$ cat config.mk
export PLATFORM = sky130hd
export DESIGN_NAME = sched_demux32_8
export DESIGN_NICKNAME = d
export VERILOG_FILES = /design/src/rtl/sched_demux32_8.sv
export SDC_FILE = /design/constraint.sdc
export NUM_CORES = 1
export LEC_CHECK = 0
export CORE_MARGIN = 4
export CORE_UTILIZATION = 25
export CTS_CLUSTER_DIAMETER = 100
export DETAILED_ROUTE_END_ITERATION = 10
export SYNTH_ARGS = -nofsm -noshare
export SYNTH_HDL_FRONTEND = slang
export SYNTH_SLANG_ARGS = --single-unit
$ cat constraint.sdc
create_clock -name clk_4f -period 4.8 [get_ports clk_4f]
set_clock_uncertainty 0.15 [all_clocks]
set_input_delay 0.96 -clock clk_4f [delete_from_list [all_inputs] [get_ports clk_4f]]
set_output_delay 0.96 -clock clk_4f [all_outputs]
set_load 0.01 [all_outputs]
$ cat src/rtl/sched_demux32_8.sv
// Four-requester round-robin scheduler that serializes one accepted 32-bit word
// into four consecutive registered bytes, reloading back-to-back on the last byte.
module sched_demux32_8 #(
  parameter bit MSB_FIRST = 1'b1
) (
  input  logic        clk_4f,
  input  logic        reset_L,
  input  logic [31:0] data_in0,
  input  logic [31:0] data_in1,
  input  logic [31:0] data_in2,
  input  logic [31:0] data_in3,
  input  logic [3:0]  valid_in,
  output logic [3:0]  ready_out,
  output logic [7:0]  data_out,
  output logic        valid_out,
  output logic [1:0]  lane_out,
  output logic        busy
);

  typedef enum logic {IDLE, SEND} state_t;

  state_t      state_q, state_d;
  logic [1:0]  cnt_q, cnt_d;
  logic [31:0] shift_q, shift_d;
  logic [1:0]  last_grant_q, last_grant_d;
  logic [7:0]  data_out_q, data_out_d;
  logic        valid_out_q, valid_out_d;
  logic [1:0]  lane_out_q, lane_out_d;
  logic        busy_q, busy_d;

  logic [1:0]  scan_start;
  logic [1:0]  scan_idx;
  logic [1:0]  grant_idx;
  logic        grant_found;
  logic        accept_window;
  logic        handshake;
  logic [31:0] sel_word;

  // Round-robin search begins one past the previous winner and wraps.
  always_comb begin
    scan_start  = last_grant_q + 2'd1;
    scan_idx    = 2'd0;
    grant_idx   = 2'd0;
    grant_found = 1'b0;
    for (int k = 0; k < 4; k++) begin
      scan_idx = scan_start + 2'(k);
      if (!grant_found && valid_in[scan_idx]) begin
        grant_found = 1'b1;
        grant_idx   = scan_idx;
      end
    end
  end

  assign accept_window = (state_q == IDLE) || (cnt_q == 2'd3);
  assign handshake     = accept_window && grant_found && reset_L;
  assign ready_out     = handshake ? (4'b0001 << grant_idx) : 4'b0000;

  always_comb begin
    sel_word = data_in0;
    case (grant_idx)
      2'd0:    sel_word = data_in0;
      2'd1:    sel_word = data_in1;
      2'd2:    sel_word = data_in2;
      default: sel_word = data_in3;
    endcase
  end

  always_comb begin
    state_d      = state_q;
    cnt_d        = cnt_q;
    shift_d      = shift_q;
    last_grant_d = last_grant_q;
    data_out_d   = data_out_q;
    valid_out_d  = valid_out_q;
    lane_out_d   = lane_out_q;
    busy_d       = busy_q;

    if (handshake) begin
      // First byte goes straight to the output; the rest wait in the shifter.
      state_d      = SEND;
      cnt_d        = 2'd0;
      last_grant_d = grant_idx;
      lane_out_d   = grant_idx;
      valid_out_d  = 1'b1;
      busy_d       = 1'b1;
      if (MSB_FIRST) begin
        data_out_d = sel_word[31:24];
        shift_d    = {sel_word[23:0], 8'h00};
      end else begin
        data_out_d = sel_word[7:0];
        shift_d    = {8'h00, sel_word[31:8]};
      end
    end else if (state_q == SEND) begin
      if (cnt_q == 2'd3) begin
        state_d     = IDLE;
        cnt_d       = 2'd0;
        valid_out_d = 1'b0;
        busy_d      = 1'b0;
        data_out_d  = 8'h00;
      end else begin
        cnt_d = cnt_q + 2'd1;
        if (MSB_FIRST) begin
          data_out_d = shift_q[31:24];
          shift_d    = {shift_q[23:0], 8'h00};
        end else begin
          data_out_d = shift_q[7:0];
          shift_d    = {8'h00, shift_q[31:8]};
        end
      end
    end
  end

  // last_grant resets to 3 so lane 0 is searched first after reset.
  always_ff @(posedge clk_4f or negedge reset_L) begin
    if (!reset_L) begin
      state_q      <= IDLE;
      cnt_q        <= 2'd0;
      shift_q      <= 32'h0;
      last_grant_q <= 2'd3;
      data_out_q   <= 8'h00;
      valid_out_q  <= 1'b0;
      lane_out_q   <= 2'd0;
      busy_q       <= 1'b0;
    end else begin
      state_q      <= state_d;
      cnt_q        <= cnt_d;
      shift_q      <= shift_d;
      last_grant_q <= last_grant_d;
      data_out_q   <= data_out_d;
      valid_out_q  <= valid_out_d;
      lane_out_q   <= lane_out_d;
      busy_q       <= busy_d;
    end
  end

  assign data_out  = data_out_q;
  assign valid_out = valid_out_q;
  assign lane_out  = lane_out_q;
  assign busy      = busy_q;

endmodule
Word level (Yosys, flattened, before mapping)

Cells that the tools add are included.

Flip-flop bits (word level): 48
Logic and storage cells: 69
Bits of input ports: 134
Output and inout port bits: 16

Reductions and logical operators: 14
$add $sub $neg: 5
Order comparisons: 4
Bitwise operators: 1
Equal/unequal tests: 4
Multiplexer cells: 33
Shifts and indexed selects: 1

Operators by type and width:

| operator                                                              | count |
|---|---|
| 32-bit 2-to-1 mux                                                     | 3 |
| 32-bit one-hot mux with 3 select lines                                | 1 |
| 8-bit 2-to-1 mux                                                      | 3 |
| 1-bit 2-to-1 mux                                                      | 14 |
| 2-bit 2-to-1 mux                                                      | 7 |
| 2-bit by 3-bit < comparator with 1-bit output, second input constant  | 4 |
| 1-bit binary-select mux with 2-bit select                             | 4 |
| 2-bit by 1-bit adder with 2-bit output, second input constant         | 3 |
| 1-bit logical AND                                                     | 5 |
| 2-bit adder, second input constant                                    | 2 |
| 2-bit equality test, second input constant                            | 2 |
| 4-bit 2-to-1 mux                                                      | 1 |
| 2-bit AND reduction                                                   | 2 |
| 2-bit nonzero test                                                    | 2 |
| 1-bit by 2-bit << shifter with 4-bit output, first input constant     | 1 |
| 1-bit zero test                                                       | 3 |
| 2-bit by 1-bit equality test with 1-bit output, second input constant | 1 |
| 2-bit zero test                                                       | 1 |
| 2-bit != test, second input constant                                  | 1 |
| 1-bit logical OR                                                      | 1 |
| 1-bit inverter                                                        | 1 |

Depth between registers and ports, before layout

Depth after elaboration: 17
Mapped depth: 7

Least setup slack after synthesis

Ideal clock, no wire load.

Kind: input-to-output
Start: input port valid_in[0]
End: output port ready_out[3]
Stages: 6
Buffers on the path: 2
Slack: 1,499 ps
Arrival: 2,191 ps
Path through: or2_1 buf_6 a31oi_4 nand3_4 buf_6 nor3b_1

Longest elaborated chain between the ends: 15
Elaborated cells between the ends (all ways): 26

Ends and longest elaborated chain:

| item                                      | RTL line | text |
|---|---|---|
| start: declaration                        | 12       | `input logic [3:0] valid_in,` |
| 1-bit binary-select mux with 2-bit select | 47       | `if (!grant_found && valid_in[scan_idx]) begin` |
| 1-bit 2-to-1 mux (implied by the code)    | 47       |  |
| 1-bit 2-to-1 mux                          | 47       |  |
| 1-bit zero test                           | 47       |  |
| 1-bit logical AND                         | 47       |  |
| 1-bit 2-to-1 mux                          | 47       |  |
| 1-bit zero test                           | 47       |  |
| 1-bit logical AND                         | 47       |  |
| 1-bit 2-to-1 mux                          | 47       |  |
| 1-bit zero test                           | 47       |  |
| 1-bit logical AND                         | 47       |  |
| 1-bit 2-to-1 mux                          | 47       |  |
| 1-bit logical AND (2 in series)           | 55       | `assign handshake = accept_window && grant_found && reset_L;` |
| 4-bit 2-to-1 mux *                        | 56       | `assign ready_out = handshake ? (4'b0001 << grant_idx) : 4'b0000;` |
| end: declaration                          | 13       | `output logic [3:0] ready_out,` |

Every way passes the cells marked *; elsewhere a longest branch is shown, timed or not. The select of a mux whose other input is x is not followed.

Worst setup path in the final report

Start: input port valid_in[0]
End: output port ready_out[0]

Same word-level chain as after synthesis.

==> run_results.csv <==
group,metric,value,unit
timing,maxSlewHeadroom,23.5,%
power,power,2.06,mW
clock_tree,clock_sinks,40,
setup_path,reg2reg_depth,5,
placed_design,place_inst,570,
min_path,holdPathStages,2,
grt,grt-busiest-layer,"met2",
timing,tightest_slew,1150,ps
die,die_h,115,um
logic_synthesis,synth.distinct_cells,34,
placed_design,port_buffers,149,
timing,timing.setup.tns,0,ps
setup_path,cp_cell_sequence,"clkdlybuf4s50_1 -> or2_1 -> o21a_1 -> nand2_1 -> nor2_1 -> and2_1 -> clkdlybuf4s50_1",
logic_synthesis,synth.largest_area_cell,"dfrtp_1",
grt,use_met1,21.5,%
finish,num-fill-cells,1120,
logic_synthesis,synth.top_cell.area_share,33.0,%
die,dieArea,0.0133,mm2
grt,grt_max_degree,42,
clock_tree,post_cts_buffers,0,
setup_path,criticalPathCategory,"input port to primary output",
timing,whs,342,ps
logic_synthesis,synth_fa_ha_area_share,0.435,%
logic_synthesis,muxShareOfSynthArea,0.696,%
die,initial_utilization,26.1,%
timing,fin_crit,4140,ps
timing,fmax,241,MHz
drt,drc_errors,0,
clock_tree,insertion_delay,280,ps
logic_synthesis,synth_top_family_by_area,"compound AO/OA/AOI/OAI gates",
logic_synthesis,synth_edf_count,0,
grt,grt_pass1_vias,3404,
finish,nNetsFinal,572,
setup_path,critical_path.most_common_cell,"clkdlybuf4s50_1",
timing,maxSlewViolCount,0,
drt,avgViaCountPerCell,5.42,
logic_synthesis,synth_most_common_cell,"and3_1",
drt,drt_iter0_markers,109,
logic_synthesis,synth_xor_area_share,0,%
grt,grt_pass1_wl,17800,um
power,power_density,447,mW/mm2
logic_synthesis,yosys.area_share.simple,17.4,%
finish,drive_gt1_share,12.8,%
finish,area_growth_syn_to_layout,59.9,%
setup_path,end_kind,"primary output",
setup_path,worstSetupStartpointType,"input port",
grt,gr-usage-all-layers,17.2,%
clock_tree,clockBufferDepth,2,
grt,grt_overflow,0,
setup_path,cp_max_fo,8,
clock_tree,cts-root-buf,"clkbuf_16",
setup_path,slowest_stage,"clkdlybuf4s50_1",
min_path,min_path_type,"register to register",
clock_tree,cts-resized-gates,0,
setup_path,rrSetupSlack,2300,ps
drt,wirelength,11500,um
logic_synthesis,ys_seq_area_share,34.9,%
setup_path,reg2reg_to,"shift_q[11]$_DFFE_PN0P_",
logic_synthesis,synthTopCellsByCount,"48 x and3_1, 38 x dfrtp_1, 37 x o21ai_1",
logic_synthesis,ys_warn_count,0,
drt,dr_total_vias,3134,
die,rows,38,
clock_tree,cts_buffers,5,
drt,avgRoutedWirePerCell,19.9,um
grt,antenna_found_initial,0,
timing,hold_viol_final,0,
setup_path,required,3690,ps
logic_synthesis,synth_compound_gate_area_share,39.9,%
logic_synthesis,syn_nets,439,
logic_synthesis,syn_area,0.00288,mm2
clock_tree,clk_pin_slew,60,ps
timing,setup_violations,0,
logic_synthesis,synthCells,304,
finish,diodes,0,
placed_design,hpwl,8440,um
placed_design,gp_congestion,0.766,
timing,rsz0062_at_grt,"no",
min_path,min-delay-start,"shift_q[20]$_DFFE_PN0P_",
logic_synthesis,synth.area.top_cells,"dfrtp_1 33%, a221oi_2 13%, and3_1 10%",
setup_path,r2r_start,"cnt_q[0]$_DFFE_PN0P_",
die,die_w,115,um
logic_synthesis,ys_ff_latch,40,
grt,met3_usage,3.79,%
drt,dr.pass1.iters,4,
finish,utilization,41.7,%
clock_tree,cts_tree,"done",
clock_tree,htreeDepth,2,
die,pin_count,150,
setup_path,critPathMaxStageDelay,540,ps
logic_synthesis,ys_async_sr_fraction,100,%
die,coreArea,0.0110,mm2
grt,met2_usage,30.8,%
run_status,status,"complete, no violations",
clock_tree,ctsHoldBuffers,0,
setup_path,critPathArrivalTime,3030,ps
power,p_leak,1.81,nW
power,max-vdd-ir-drop,0.198,mV
logic_synthesis,ys.flop_type,"dfrtp_1",
finish,final_cell_count_no_fill,578,
job,drv_cap,0,
drt,antenna_left,0,
timing,finalCritPeriodShare,86.3,%
min_path,min_to,"shift_q[28]$_DFFE_PN0P_",
logic_synthesis,syn_avg_cell_area,9.47,um2
## cell usage in the layout (no fill, tap or decap), types with 5 or more instances in the layout
cell / Yosys / routed
nor2_1: 11 / 10
a221oi_1: 7 / 7
clkbuf_16: 0 / 5
o221ai_1: 32 / 32
nand2_1: 19 / 19
buf_4: 1 / 11
clkdlybuf4s50_1: 0 / 148
a221oi_2: 25 / 25
a32oi_1: 8 / 8
o21ai_1: 37 / 36
dfrtp_1: 38 / 38
a21oi_1: 19 / 19
and3_1: 48 / 48
## stage by stage
step	cell area [um2]	setup WS [ps]
6_report	4600	657
3_3_place_gp	4460	692
3_5_place_dp	4460	657
4_1_cts	4600	650
5_1_grt	4600	501
2_1_floorplan	2880	1500
## metal layers
metal / part of all wire [%] / vias up
met5: 0 / -
met4: 0.62 / 0
met3: 6.0 / 6
met2: 50 / 116
met1: 43 / 1510
li1: - / 1502
## cells by family (layout without fill, tap and decap cells)
| family | after synthesis | count (layout) |
|---|---|---|
| AOI/OAI and AO/OA | 135 | 135 |
| adders and majority gates | 1 | 1 |
| buffers and inverters | 36 | 170 |
| DFF | 40 | 40 |
| muxes | 2 | 2 |
| and+or+nand+nor | 90 | 90 |
## flip-flops by register name (all words and copies together), names as in the netlist
name,cells
state_q,1
lane_out,2
shift_q,24
busy,1
last_grant_q,2
data_out,8
cnt_q,2
## final cells by class
type,instances,area [um2],share of cell area (%)
Timing Repair Buffer,160,1570,34.1
Clock buffer,8,146,3.18
Tap cell,140,175,3.81
Multi-Input combinational cell,228,1700,36.9
Sequential cell,40,1000,21.8
Inverter,2,7.51,0.163
## where the power goes
group          total, mW  switching, mW  internal [mW]
clock network      0.337          0.129          0.207
registers          0.577          0.106          0.471
logic               1.14          0.654          0.488
## how the worst max path moves through the flow
stage / to / slack (ps) / from / depth (start not counted)
global route: ready_out[0] / 500 / valid_in[0] / 7
floorplan: ready_out[3] / 1500 / valid_in[0] / 6
global placement: ready_out[0] / 690 / valid_in[0] / 7
detailed placement: ready_out[0] / 660 / valid_in[0] / 7
finish: ready_out[0] / 660 / valid_in[0] / 7
CTS: ready_out[0] / 650 / valid_in[0] / 7
## critical path, delay by kind of cell
family                 cells  cell delay, ps
buffers and inverters      2            1070
AOI/OAI and AO/OA          1             180
and+or+nand+nor            4             810
No activity file was read; power rests on OpenSTA's default activity.
